--- src/rtl/mux_pkg.sv ---
// Shared constants, state encoding and a constant clog2 helper for the scanning mux.
package mux_pkg;

  localparam logic MODE_MANUAL = 1'b0;
  localparam logic MODE_SCAN   = 1'b1;

  typedef enum logic {
    ST_MANUAL = 1'b0,
    ST_SCAN   = 1'b1
  } state_e;

  // Smallest r with 2**r >= v; returns 0 for v <= 1.
  function automatic int clog2(input int v);
    int r;
    r = 0;
    while ((64'd1 << r) < 64'(v)) r = r + 1;
    return r;
  endfunction

endpackage

--- src/rtl/dwell_timer.sv ---
// Dwell counter: counts 0..DWELL-1 while enabled, wraps at terminal count; clear wins over enable.
module dwell_timer
  import mux_pkg::*;
#(
  parameter int DWELL = 50000000
) (
  input  logic clk,
  input  logic reset,
  input  logic clear,
  input  logic enable,
  output logic tc
);

  localparam int CW = clog2(DWELL) + 1;
  localparam logic [CW-1:0] LAST = CW'(DWELL - 1);

  logic [CW-1:0] count_q, count_d;

  assign tc = (count_q == LAST);

  always_comb begin
    count_d = count_q;
    if (clear) begin
      count_d = '0;
    end else if (enable) begin
      count_d = tc ? '0 : count_q + CW'(1);
    end
  end

  always_ff @(posedge clk) begin
    if (reset) begin
      count_q <= '0;
    end else begin
      count_q <= count_d;
    end
  end

endmodule

--- src/rtl/mux_scan_reg.sv ---
// Registered CH-input, N-bit selector with manual (switch) and round-robin scan modes.
// m and chan always update together so the display never shows a channel mismatch.
module mux_scan_reg
  import mux_pkg::*;
#(
  parameter  int N     = 4,
  parameter  int CH    = 4,
  parameter  int DWELL = 50000000,
  localparam int SEL_W = (clog2(CH) > 1) ? clog2(CH) : 1
) (
  input  logic              clk,
  input  logic              reset,
  input  logic [CH*N-1:0]   x_bus,
  input  logic [SEL_W-1:0]  sel,
  input  logic              mode,
  input  logic              hold,
  output logic [N-1:0]      m,
  output logic [SEL_W-1:0]  chan,
  output logic              tick
);

  localparam logic [SEL_W-1:0] LAST_CH = SEL_W'(CH - 1);

  state_e           state_q, state_d;
  logic [SEL_W-1:0] chan_q, chan_d;
  logic [SEL_W-1:0] sel_clamp;
  logic [N-1:0]     m_q, m_d;
  logic             tick_q;
  logic             clear, enable, advance, tc;

  dwell_timer #(.DWELL(DWELL)) u_timer (
    .clk    (clk),
    .reset  (reset),
    .clear  (clear),
    .enable (enable),
    .tc     (tc)
  );

  always_comb begin
    state_d   = (mode == MODE_SCAN) ? ST_SCAN : ST_MANUAL;
    sel_clamp = (int'(sel) >= CH) ? LAST_CH : sel;
    clear     = (state_d != state_q);
    // The counter only runs once SCAN is established; the entry edge just clears it.
    enable    = (state_q == ST_SCAN) && (state_d == ST_SCAN) && !hold;
    advance   = tc && enable;
    chan_d    = chan_q;
    if (state_d == ST_MANUAL) begin
      chan_d = sel_clamp;
    end else if (advance) begin
      chan_d = (chan_q == LAST_CH) ? '0 : chan_q + SEL_W'(1);
    end
    m_d = x_bus[int'(chan_d)*N +: N];
  end

  always_ff @(posedge clk) begin
    if (reset) begin
      state_q <= ST_MANUAL;
      chan_q  <= '0;
      m_q     <= '0;
      tick_q  <= 1'b0;
    end else begin
      state_q <= state_d;
      chan_q  <= chan_d;
      m_q     <= m_d;
      tick_q  <= advance;
    end
  end

  assign m    = m_q;
  assign chan = chan_q;
  assign tick = tick_q;

endmodule

--- config.mk ---
export PLATFORM = sky130hd
export DESIGN_NAME = mux_scan_reg
export DESIGN_NICKNAME = d
export VERILOG_FILES = /design/src/rtl/mux_pkg.sv /design/src/rtl/dwell_timer.sv /design/src/rtl/mux_scan_reg.sv
export SDC_FILE = /design/constraint.sdc
export NUM_CORES = 1
export LEC_CHECK = 0
export CORE_UTILIZATION = 50
export CTS_BUF_LIST = sky130_fd_sc_hd__clkbuf_4
export DETAILED_ROUTE_END_ITERATION = 7
export MAX_ROUTING_LAYER = met4
export PLACE_DENSITY = 0.76
export SYNTH_ARGS = -nofsm -noshare
export SYNTH_HDL_FRONTEND = slang
export SYNTH_SLANG_ARGS = --single-unit
--- constraint.sdc ---
create_clock -name clk -period 2.4 [get_ports clk]
set_input_delay 0.48 -clock clk [delete_from_list [all_inputs] [get_ports clk]]
set_output_delay 0.48 -clock clk [all_outputs]
set_load 0.02 [all_outputs]
==> results of run 1 <==
==> power groups by stage <==
stage	Clock [mW]	Combinational [mW]	Sequential, mW
after floorplan	0	0.0493	0.620
after global placement	0	0.134	0.609
after detailed placement	0	0.136	0.609
after CTS	0.330	0.137	0.596
after global routing	0.356	0.145	0.597
final	0.323	0.136	0.596
==> state kept, by name, summed over array words and instances, names as in the netlist <==
register	count
chan	2
tick	1
m	4
u_timer.count_q	27
state_q	1
==> stage by stage <==
stage               TNS (ps)  hold WS (ps)
finish                     0           488
global route           -28.7           531
global placement        -305           461
floorplan                  0           454
CTS                        0           495
detailed placement      -986           479
==> timing repair <==
item,4_1_cts,5_1_grt
endpoints found under the setup margin,0,4
resized for setup,0,1
setup buffers,0,1
hold buffers,0,0
hold endpoints to repair,0,0
==> path summary, 6_finish.rpt <==
kind | from | to | slack (ps) | depth (start not counted)
worst max-delay path | u_timer.count_q[9] | m[3] | 100 | 7
worst min-delay path | u_timer.count_q[1] | u_timer.count_q[1] | 490 | 2
worst max register to register | u_timer.count_q[9] | m[3] | 100 | 7
worst min register to register | u_timer.count_q[1] | u_timer.count_q[1] | 490 | 2
==> synthesized netlist by cell type <==
library cell and count:
and4_2 2, o22ai_1 4, nor3_1 4, nand4bb_1 1, or3_4 1, inv_1 4
o21bai_1 1, buf_1 2, or4_4 1, mux2i_1 8, and3_1 3, buf_2 2
nor2_1 37, and4_1 2, nand4_1 5, a311o_1 1, a21boi_1 1, nand3_1 10
nand2_1 14, a311oi_1 1, nor4_1 1, buf_6 1, a41oi_1 1, nor2b_1 1
or4b_1 1, or3_1 3, clkbuf_1 1, xnor2_1 7, ha_1 3, nand2b_1 1
dfxtp_1 35, nor4b_4 1, a21oi_1 1, nor3_4 1, xor2_1 19
==> routing by layer <==
metal	track usage [%]	up-vias	part of all wire (%)
li1	-	702	-
met1	26.0	647	46
met2	37.6	32	49
met3	7.42	4	4.6
met4	4.08	0	0.69
met5	-	-	0
==> area by class of cell <==
cell class	count	area, sq um
fillers	255	955
multi-input cells	136	892
flip-flops and latches	35	701
repair buffers	41	403
well taps	44	55.1
clock buffers	6	45.0
inverters	4	15.0
clock inverters	2	12.5
==> cell families after synthesis <==
kind of cell,Yosys count,synth area share [%]
fa+ha+maj,3,2.29
simple gates,89,28.7
flops,35,42.8
xor+xnor,26,13.9
compound gates,10,4.43
buf+inv,10,2.90
mux,8,4.89
==> critical path, stage by stage (launching register included) <==
cell	delay (ps)
dfxtp_1	370
or4_4	590
nor4b_4	290
a311oi_1	140
a311o_1	370
buf_12	160
mux2i_1	170
o22ai_1	100
==> metrics, run 1 <==
critical setup path kind=reg -> reg; initial antenna violation count=0; finished layout cell area=2120 sq um; leading post-synthesis cells by cell area=dfxtp_1 43%, xor2_1 10%, nor2_1 8.5%; outcome=finished, final reports clean; global-route wire length before repair=5720 microns; total number of nets in the final design=248; part of the power in the clock network=30.6%; worst slack after detailed placement=-212 ps; total die area=3510 sq um; Pint=795 uW; via total after detailed routing=1,385; number of unique standard cell types used by synthesis=35; power density over the cells=497 nW/um^2; post-detailed-route wirelength per cell=12.9 microns; NetSw=261 uW; type of the tightest min-delay check=reg -> reg; boundary pin count=29; TritonCTS clock tree=done; Crit Path Max Fanout=9; Mapped Area=1640 sq um; sequential area share after synthesis=42.8%; number of global-route vias before repair=1,375; weighted congestion at the end of routability-driven global placement=0.869; Relative slew margins=80.7%; DRC Markers=0; most frequent standard cell in the layout excluding fill and tap cells=nor2_1; drt total wl=3460 microns; fraction of layout instances using a drive strength above 1=12.5%; period utilization=95.7%; area growth from synthesis to layout=29.7%; Vias/cell=5.17; antenna diode count=0; overall die width=59.2 microns; Layout Utilization=69.0%; sequential share of power=56.5%; net switching share of the total power=24.7%; CTS clock-pin slew for the worst setup and hold paths=110 ps; Logic pwr share=12.9%; Yosys warning count=0; leading cell types in the layout, fill and taps excluded=37 x nor2_1, 35 x dfxtp_1, 28 x clkdlybuf4s50_1; H-tree lvl count=2; detailed-placement wirelength estimate=2560 microns; Site Rows=20; buffer cell driving the clock tree root=clkbuf_4; antenna-violating nets left=0; clock skew=8.80 ps; total power of the final layout=1.06 mW; kind of start point of the critical path=flop; crit path time final=2300 ps; Clock Latency Late Sink=340 ps; Worst-Margin Slew=287 ps; arrival time worst endpoint=2530 ps; cell count after placement=259; required time of the critical path=2630 ps; worst ir drop on vdd=399 uV; clk buf depth=2; DRT Pass-1 Iters=4; count of non-filler cells in the finished layout=268; area share of the largest cell type after synthesis=42.8%; number of maximum-capacitance violations=0; Final Slew Violations=0; Synth Register Bits=35; largest net degree at the start of global routing=28; initial cell density of the core=53.2%; height of the chip=59.2 microns; total clock sinks=35; # port buffers=28; number of hold-slack violations in the final timing report=0; post-route setup slack=103 ps; total routing usage reported by global routing=22.3%; Area after DPL=2050 sq um; total nets after synthesis=206; post-synthesis area per instance=9.04 sq um; detailed router's first-iteration violation count=52; # setup viols final=0; sum of overflow across all layers after global routing=0; Inserted Clock Buffers=5; nature of the critical path endpoint=flop; leakage power figure=0.795 nW; most area-hungry cell type in the Yosys netlist=dfxtp_1; area inside the core boundary=3080 sq um; maximum clock frequency=0.435 GHz; Post-Synthesis Cells=181
Note: power is estimated with default switching activity, not from simulation.
==> inputs of run 2 (changes only) <==
--- a/config.mk
+++ b/config.mk
@@ -7,6 +7,7 @@
 export LEC_CHECK = 0
 export CORE_UTILIZATION = 50
 export CTS_BUF_LIST = sky130_fd_sc_hd__clkbuf_4
+export CTS_CLUSTER_SIZE = 20
 export DETAILED_ROUTE_END_ITERATION = 7
 export MAX_ROUTING_LAYER = met4
 export PLACE_DENSITY = 0.76
==> results of run 2 <==
The final DEF is identical to that of run 1; final timing and power are the same.
==> inputs of run 3 (changes only) <==
--- a/config.mk
+++ b/config.mk
@@ -5,6 +5,7 @@
 export SDC_FILE = /design/constraint.sdc
 export NUM_CORES = 1
 export LEC_CHECK = 0
+export CORE_MARGIN = 2
 export CORE_UTILIZATION = 50
 export CTS_BUF_LIST = sky130_fd_sc_hd__clkbuf_4
 export CTS_CLUSTER_SIZE = 20
==> metrics, run 3 (synthesis gave the netlist of run 1 again) <==
outcome=finished, final reports clean; clock skew=11.0 ps; Inserted Clock Buffers=5; largest net degree at the start of global routing=14; boundary pin count=29; antenna diode count=0; antenna-violating nets left=0; Vias/cell=5.39; most congested layer reported by global routing=met2; most frequent standard cell in the layout excluding fill and tap cells=nor2_1; leakage power figure=0.813 nW; area inside the core boundary=3080 sq um; TritonCTS clock tree=done; number of maximum-capacitance violations=0; type of the tightest min-delay check=reg -> reg; critical-path cell with the highest stage delay=or4b_4; total power of the final layout=1.27 mW; count of non-filler cells in the finished layout=269; M1 GR Usage=25.2%; H-tree lvl count=2; critical setup path kind=reg -> reg; register name with the most flops=u_timer.count_q; CTS clock-pin slew for the worst setup and hold paths=120 ps; buffer cell driving the clock tree root=clkbuf_4; DRC Markers=0; # port buffers=28; worst ir drop on vdd=405 uV; # setup viols final=0; post-detailed-route wirelength per cell=13.7 microns; Clock Latency Late Sink=340 ps; arrival time worst endpoint=2490 ps; longest individual stage delay on the worst path=560 ps; Relative slew margins=81.7%; DRT Pass-1 Iters=4; total routing usage reported by global routing=22.7%; met3 track demand over resource=7.56%; required time of the critical path=2630 ps; weighted congestion at the end of routability-driven global placement=0.866; number of global-route vias before repair=1,441; clk buf depth=2; maximum clock frequency=0.443 GHz; total number of nets in the final design=249; nature of the critical path endpoint=flop; Global Route met2 Usage=38.3%; kind of start point of the critical path=flop; power density over the cells=584 nW/um^2; sum of overflow across all layers after global routing=0; global-route wire length before repair=6060 microns; period utilization=94.0%; initial cell density of the core=53.2%; fraction of layout instances using a drive strength above 1=12.9%; via total after detailed routing=1,451; Worst-Margin Slew=272 ps; RSZ-0062 raised after global routing=no; number of filler instances in the final layout=232; number of hold-slack violations in the final timing report=0; initial antenna violation count=0; Site Rows=20; Area after DPL=2060 sq um; detailed-placement wirelength estimate=2870 microns; detailed router's first-iteration violation count=42; Worst Reg2Reg Path Length in Cells=7; Layout Utilization=70.4%; Crit Path Max Fanout=9; crit path time final=2260 ps; drt total wl=3690 microns; finished layout cell area=2170 sq um; Final Slew Violations=0; ordered cell list for the critical path=or4b_4 -> nor4b_4 -> a311oi_1 -> a311o_1 -> buf_12 -> mux2i_1 -> o22ai_1; overall die width=61.2 microns; cell count after placement=261; area growth from synthesis to layout=32.3%; height of the chip=61.2 microns; total clock sinks=35; leading cell types in the layout, fill and taps excluded=37 x nor2_1, 35 x dfxtp_1, 28 x clkdlybuf4s50_1; Cells on Worst Hold Path=2; total die area=3750 sq um; max FFs per register=27
-- run 3: final timing paths --
kind                           start                  to  slack (ps)
hold reg to reg   u_timer.count_q[1]  u_timer.count_q[1]         520
hold / removal    u_timer.count_q[1]  u_timer.count_q[1]         520
setup / recovery  u_timer.count_q[7]                m[0]         140
setup reg to reg  u_timer.count_q[7]                m[0]         140
-- run 3: cell type report --
cell class,instances,area [sq um],area share (%)
sequential,35,701,32.4
tap,44,55.1,2.54
timing repair buffer,42,398,18.4
clock inverter,3,67.6,3.12
multi-input combinational,136,892,41.2
inverter,4,15.0,0.693
clock buffer,5,37.5,1.73
-- run 3: report_power, final --
part	internal [mW]	leakage [nW]	switching (mW)
clock network	0.324	0.0514	0.208
registers	0.591	0.284	0.00530
logic	0.0794	0.478	0.0574
total	0.994	0.813	0.271
-- run 3: what timing repair did --
action | CTS | global route
gates resized for setup | 0 | 1
hold buffers | 0 | 0
setup buffers | 0 | 0
setup endpoints to repair | 0 | 1
-- run 3: critical path: cells and delay by family (launching register included) --
kind            cells  cell delay [ps]
flops               1              330
compound gates      3              600
mux                 1              160
simple gates        2              890
buf+inv             1              160
-- run 3: metal layers --
metal,share of wire [%],vias up
met2,52,36
met4,1.3,0
met3,4.0,6
met1,43,700
met5,0,-
li1,-,709
-- run 3: per-stage QoR --
| stage | setup slack (ps) | hold slack, ps | setup TNS, ps |
|---|---|---|---|
| 2_1_floorplan | 262 | 454 | 0 |
| 3_3_place_gp | -85.3 | 461 | -328 |
| 3_5_place_dp | -210 | 500 | -1130 |
| 4_1_cts | 118 | 528 | 0 |
| 5_1_grt | 2.61 | 549 | 0 |
| 6_report | 144 | 516 | 0 |
